==> src/rtl/prio_event_encoder.sv <==
// Registered priority encoder for N active-low event inputs with sticky pending bits,
// valid/ready grant handshake, fixed or round-robin selection and 74148-style cascade pins.
module prio_event_encoder #(
   parameter int N  = 8,
   parameter int W  = 3,
   parameter bit RR = 1'b0
) (
   input  logic         clk,
   input  logic         rst_n,
   input  logic [N-1:0] req_n,
   input  logic         ei_n,
   output logic [W-1:0] code,
   output logic         out_valid,
   input  logic         out_ready,
   output logic         gs_n,
   output logic         eo_n,
   output logic         overflow
);

   typedef enum logic {
      IDLE = 1'b0,
      HOLD = 1'b1
   } state_t;

   state_t         state_reg;
   logic [N-1:0]   req_reg;
   logic [N-1:0]   pend_reg;
   logic [N-1:0]   pend_next;
   logic [W-1:0]   code_reg;
   logic [W-1:0]   ptr_reg;
   logic           out_valid_reg;
   logic           overflow_reg;

   logic [N-1:0]   fall;
   logic [N-1:0]   clr;
   logic           handshake;
   logic [W-1:0]   sel_idx;
   logic           sel_found;

   assign handshake = out_valid_reg & out_ready;

   genvar gi;
   generate
      for (gi = 0; gi < N; gi++) begin : g_bit
         assign fall[gi] = req_reg[gi] & ~req_n[gi] & ~ei_n;
         assign clr[gi]  = handshake & (code_reg == W'(gi));
      end
   endgenerate

   // A new event on the same cycle as its clear keeps the bit pending.
   assign pend_next = (pend_reg & ~clr) | fall;

   always_comb begin
      int idx;
      idx       = 0;
      sel_idx   = '0;
      sel_found = 1'b0;
      if (RR) begin
         // Scan downward from ptr_reg inclusive, wrapping from 0 to N-1.
         for (int k = 0; k < N; k++) begin
            idx = int'(ptr_reg) - k;
            if (idx < 0) begin
               idx = idx + N;
            end
            if (!sel_found && pend_reg[idx]) begin
               sel_found = 1'b1;
               sel_idx   = W'(idx);
            end
         end
      end else begin
         for (int i = 0; i < N; i++) begin
            if (pend_reg[i]) begin
               sel_found = 1'b1;
               sel_idx   = W'(i);
            end
         end
      end
   end

   always_ff @(posedge clk or negedge rst_n) begin
      if (!rst_n) begin
         state_reg     <= IDLE;
         req_reg       <= '1;
         pend_reg      <= '0;
         code_reg      <= '0;
         ptr_reg       <= W'(N - 1);
         out_valid_reg <= 1'b0;
         overflow_reg  <= 1'b0;
      end else begin
         req_reg      <= req_n;
         pend_reg     <= pend_next;
         overflow_reg <= |(fall & pend_reg & ~clr);
         case (state_reg)
            IDLE: begin
               if (!ei_n && sel_found) begin
                  code_reg      <= sel_idx;
                  out_valid_reg <= 1'b1;
                  state_reg     <= HOLD;
               end
            end
            HOLD: begin
               if (out_ready) begin
                  out_valid_reg <= 1'b0;
                  state_reg     <= IDLE;
                  ptr_reg       <= (code_reg == '0) ? W'(N - 1) : code_reg - W'(1);
               end
            end
            default: begin
               state_reg     <= IDLE;
               out_valid_reg <= 1'b0;
            end
         endcase
      end
   end

   assign code      = code_reg;
   assign out_valid = out_valid_reg;
   assign overflow  = overflow_reg;
   assign gs_n      = ~out_valid_reg;
   // Downstream device may run only while this one is enabled and fully idle.
   assign eo_n      = ~(~ei_n & ~(|pend_reg) & ~out_valid_reg);

endmodule
==> config.mk <==
export PLATFORM = sky130hd
export DESIGN_NAME = prio_event_encoder
export DESIGN_NICKNAME = d
export VERILOG_FILES = /design/src/rtl/prio_event_encoder.sv
export SDC_FILE = /design/constraint.sdc
export NUM_CORES = 1
export LEC_CHECK = 0
export CAP_MARGIN = 10
export CORE_MARGIN = 2
export CORE_UTILIZATION = 50
export DETAILED_ROUTE_END_ITERATION = 7
export MAX_ROUTING_LAYER = met4
export PLACE_DENSITY_LB_ADDON = 0.08
export SLEW_MARGIN = 20
export SYNTH_ARGS = -nofsm -noshare
export SYNTH_HDL_FRONTEND = slang
export SYNTH_SLANG_ARGS = --single-unit
==> constraint.sdc <==
create_clock -name clk -period 3.51 [get_ports clk]
set_input_delay 1.053 -clock clk [delete_from_list [all_inputs] [get_ports clk]]
set_output_delay 1.053 -clock clk [all_outputs]
set_load 0.01 [all_outputs]
Word-level counts from Yosys, hierarchy flattened
Cells that the tools add are included.
{ "op_classes": {"bitwise": 45, "n_eq_ne": 9, "mux": 21, "reduce_logical": 7} }
{ "op_table": {"columns": ["cell", "n"], "rows": [
  ["$and A1 B1 Y1", 27],
  ["$and A8 B8 Y8", 3],
  ["$mux W3", 6],
  ["$reduce_or A8 Y1", 2],
  ["$mux W1", 13],
  ["$not A1 Y1", 13],
  ["$eq A3 B3 Y1 const B", 4],
  ["$not A8 Y8", 1],
  ["$or A8 B8 Y8", 1],
  ["$eq A3 B2 Y1 const B", 2],
  ["$ne A2 B2 Y1 const B", 2],
  ["$pmux W1 S2", 2],
  ["$reduce_and A2 Y1", 2],
  ["$eq A3 B1 Y1 const B", 1],
  ["$logic_not A3 Y1", 1],
  ["$logic_and A1 B1 Y1", 1],
  ["$logic_not A1 Y1", 1]
]} }
{ "totals": {"inputBits": 12, "output_inout_bits": 7, "word_cells": 88, "reg_bits": 22} }

Depth between registers and ports, before layout
{ "logic_depth": {"word_depth": 11, "ltp_mapped": 5, "mapped_depth_nobuf": 5} }

Least setup slack after synthesis
No wires, ideal clock.
{ "synth_timing": {"path_kind": "in2out", "start": "input ei_n", "end": "output eo_n", "required_time_ps": 2457, "cell_stages": 3, "slack_ps": 995, "arrival_time_ps": 1462, "path_buffers": 1, "path_cell_list": "clkbuf_1 > nor2_1 > nand4_1"} }
{ "synth_via": {"elab_chain_cells": 4} }
{ "synth_rtl": {"columns": ["element", "line_no", "text"], "rows": [
  ["start: declaration", "11", "input logic ei_n,"],
  ["$not A1 Y1", "121", "assign eo_n = ~(~ei_n & ~(|pend_reg) & ~out_valid_reg);"],
  ["$and A1 B1 Y1 (2 in series)", "121", null],
  ["$not A1 Y1", "121", null],
  ["end: declaration", "16", "output logic eo_n,"]
]} }
Every way passes these cells.

Final worst setup path
Same ends and word-level chain as after synthesis.

==> run_results.csv <==
group,metric,value,unit
synth,yosysUniqueCellTypes,26,
global_routing,grt_antenna_before_repair,0,
layout,layout_commonest_cell,"clkdlybuf4s50_1",
synth,synth_top_family_by_area,"simple AND/OR/NAND/NOR gates",
die,rows,15,
layout,fill_cells,142,
place,dp_hpwl,1327,um
global_routing,grt_max_degree,18,
routing,dr.first_iter.drc_count,14,
synth,syn_area_per_cell,10.43,um2
routing,wl_per_cell,12.30,um
layout,drive_gt1_share,20.35,%
clock_tree,hold_buffers,0,
worst_setup_path,crit_type,"input pin to output pin",
global_routing,grt_pass1_wl,2739,um
synth,synth_compound_area_share,17.60,%
global_routing,grt_pass1_vias,629,
synth,synth_flop_cell,"dfrtp_1",
timing,drv_slew,0,
synth,ys_warn_count,0,
power_and_ir_drop,p_sw,240.4,uW
synth,synth_edf_count,0,
worst_setup_path,crit_slowest_cell,"clkdlybuf4s50_1",
place,place_congestion,0.9147,
worst_setup_path,worstPathRequired,2.46,ns
place,portBuffers,18,
global_routing,grt-ovfl-total,0,
synth,synth_nets,102,
timing,period_needed,3.258,ns
synth,ys_ff_latch,22,
timing,hold_viol_final,0,
power_and_ir_drop,p_clk_share,24.4,%
routing,drc_errors,0,
power_and_ir_drop,irDropWorstVdd,0.0004846,V
run_status,status,"completed",
worst_setup_path,cp_top_family,"buffers and inverters",
power_and_ir_drop,seq_power_share,49.6,%
synth,synth_area,938.4,um2
worst_setup_path,end_kind,"output pin",
clock_tree,post-cts-setup-buffers,0,
power_and_ir_drop,powerDensity,639.0,nW/um2
clock_tree,cts_resized,0,
timing,relSlewSlack,50.40,%
routing,drtPass1Iterations,4,
layout,nNetsFinal,126,
synth,yosys.area_share.simple,20.27,%
worst_setup_path,arrival,2.20,ns
flow_run,cap_viol_max_count,0,
layout,syn_to_final_growth,29.33,%
clock_tree,cts_buffers,3,
layout,utilization,69.53,%
routing,via_per_inst,5.246,
synth,synth_adder_area_share,0,%
clock_tree,clock_latency,0.30,ns
power_and_ir_drop,swShare,31.00,%
die,start_util,53.76,%
worst_setup_path,max_stage_delay,0.53,ns
worst_setup_path,crit_chain,"clkdlybuf4s50_1, nor2_1, nand4_1, clkdlybuf4s50_1",
timing,setup_viol,0,
routing,postRouteAntennaNets,0,
routing,drt_wl_total,1697,um
synth,synthXorXnorAreaFrac,0,%
synth,ys_async_sr_fraction,100.0,%
worst_setup_path,cp_num_cells,4,
layout,final_cell_mix,"clkdlybuf4s50_1, nand2_1, o21ai_0, dfrtp_1, dfstp_2",
timing,fin_crit_sh,92.82,%
synth,ys_seq_area_share,59.73,%
clock_tree,cts_tree,"built",
hold_path,worstHoldPathType,"flip-flop to flip-flop",
die,core,1745,um2
clock_tree,cts-root-buf,"clkbuf_4",
die,die-area,2239,um2
hold_path,holdPathStages,2,
routing,vias,724,
die,io_pins,19,
power_and_ir_drop,p_leak,0.5116,nW
worst_setup_path,cp_max_fo,2,
timing,rsz0062_at_grt,"false",
clock_tree,path_clk_slew,0.12,ns
synth,muxShareOfSynthArea,0,%
clock_tree,h-tree-depth,1,
layout,n_antenna_cell,0,
clock_tree,cts.sinks,22,
worst_setup_path,reg2regPathDepth,4,
worst_setup_path,cp-start-kind,"input pin",
clock_tree,cts.path.max_buffers,2,
worst_setup_path,path_buf_inv,2,
timing,fin_setup_tns,0,ns
power_and_ir_drop,internal_power,535.0,uW
timing,worst-slew-pin-transition,0.7416,ns
die,die_y,47.32,um
power_and_ir_drop,p_comb_share,25.9,%
timing,maxClockFrequency,307.0,MHz
worst_setup_path,crit_top_cell,"clkdlybuf4s50_1",
timing,skew,0.002875,ns
synth,synthCells,90,
global_routing,track_usage,18.62,%
die,fp.dieW,47.32,um
## cells in the mapped netlist, drive strengths merged (2+ instances only)
cell type | count | share of area (%)
nand2 | 16 | 6.7
dfrtp | 14 | 37
o21ai | 14 | 7.5
dfstp | 8 | 22
nand2b | 7 | 4.7
inv | 5 | 2.0
nor2 | 4 | 1.6
a21oi | 2 | 1.1
nor3 | 2 | 1.1
o22ai | 2 | 1.3
o31ai | 2 | 2.1
or2b | 2 | 1.9
## power groups by stage
stage               clock network (mW)  logic, mW  registers, mW
global route                     0.206      0.226          0.392
global placement                     0      0.195          0.382
floorplan                            0      0.115          0.377
CTS                              0.196      0.203          0.383
detailed placement                   0      0.201          0.387
finish                           0.189      0.201          0.385
## worst paths after layout
path                                to  slack [ns]  startpoint
hold / removal             pend_reg[1]        0.54  req_reg[1]
setup reg to reg              overflow        1.97     code[0]
setup / recovery                  eo_n        0.25        ei_n
min in group asynchronous    out_valid        1.17       rst_n
max in group asynchronous   req_reg[4]        1.68       rst_n
hold reg to reg            pend_reg[1]        0.54  req_reg[1]
## per-layer routing
metal | routed length, um | share of wire (%) | global-route usage, % | vias up
met5 | 0 | 0 | - | -
li1 | - | - | - | 363
met1 | 785 | 46 | 24.45 | 342
met3 | 69 | 4.1 | 2.308 | 2
met4 | 13 | 0.77 | 10.00 | 0
met2 | 829 | 49 | 27.84 | 17
## worst register-to-register path, cell delays in order (launching register included)
cell      delay, ns
dfrtp_1        0.45
nand2b_1       0.18
o31ai_1        0.34
o22ai_1        0.15
o31a_1         0.32
## cell families after synthesis
family | count (synthesis)
simple gates | 37
compound gates | 25
flops | 22
buf+inv | 6
## metrics by stage
stage          setup WS, ns  hold slack (ns)  cell area [um2]  power, mW  std cells
6_report             0.2522           0.5424             1214     0.7755        138
3_3_place_gp         0.2710           0.5194             1161     0.5776        134
2_1_floorplan        0.9949           0.4829            938.4     0.4916         90
3_5_place_dp         0.2484           0.5307             1161     0.5890        134
5_1_grt              0.2042           0.5695             1214     0.8243        138
4_1_cts              0.2431           0.5473             1214     0.7812        138
## cell type report
cell class	count	area (um2)	area share, %
inverters	5	18.77	1.546
clock buffers	3	22.52	1.856
flip-flops and latches	22	560.5	46.19
clock inverters	1	30.03	2.474
well taps	25	31.28	2.577
multi-input cells	62	355.3	29.28
repair buffers	20	195.2	16.08
Note: power is estimated with default switching activity, not from simulation.
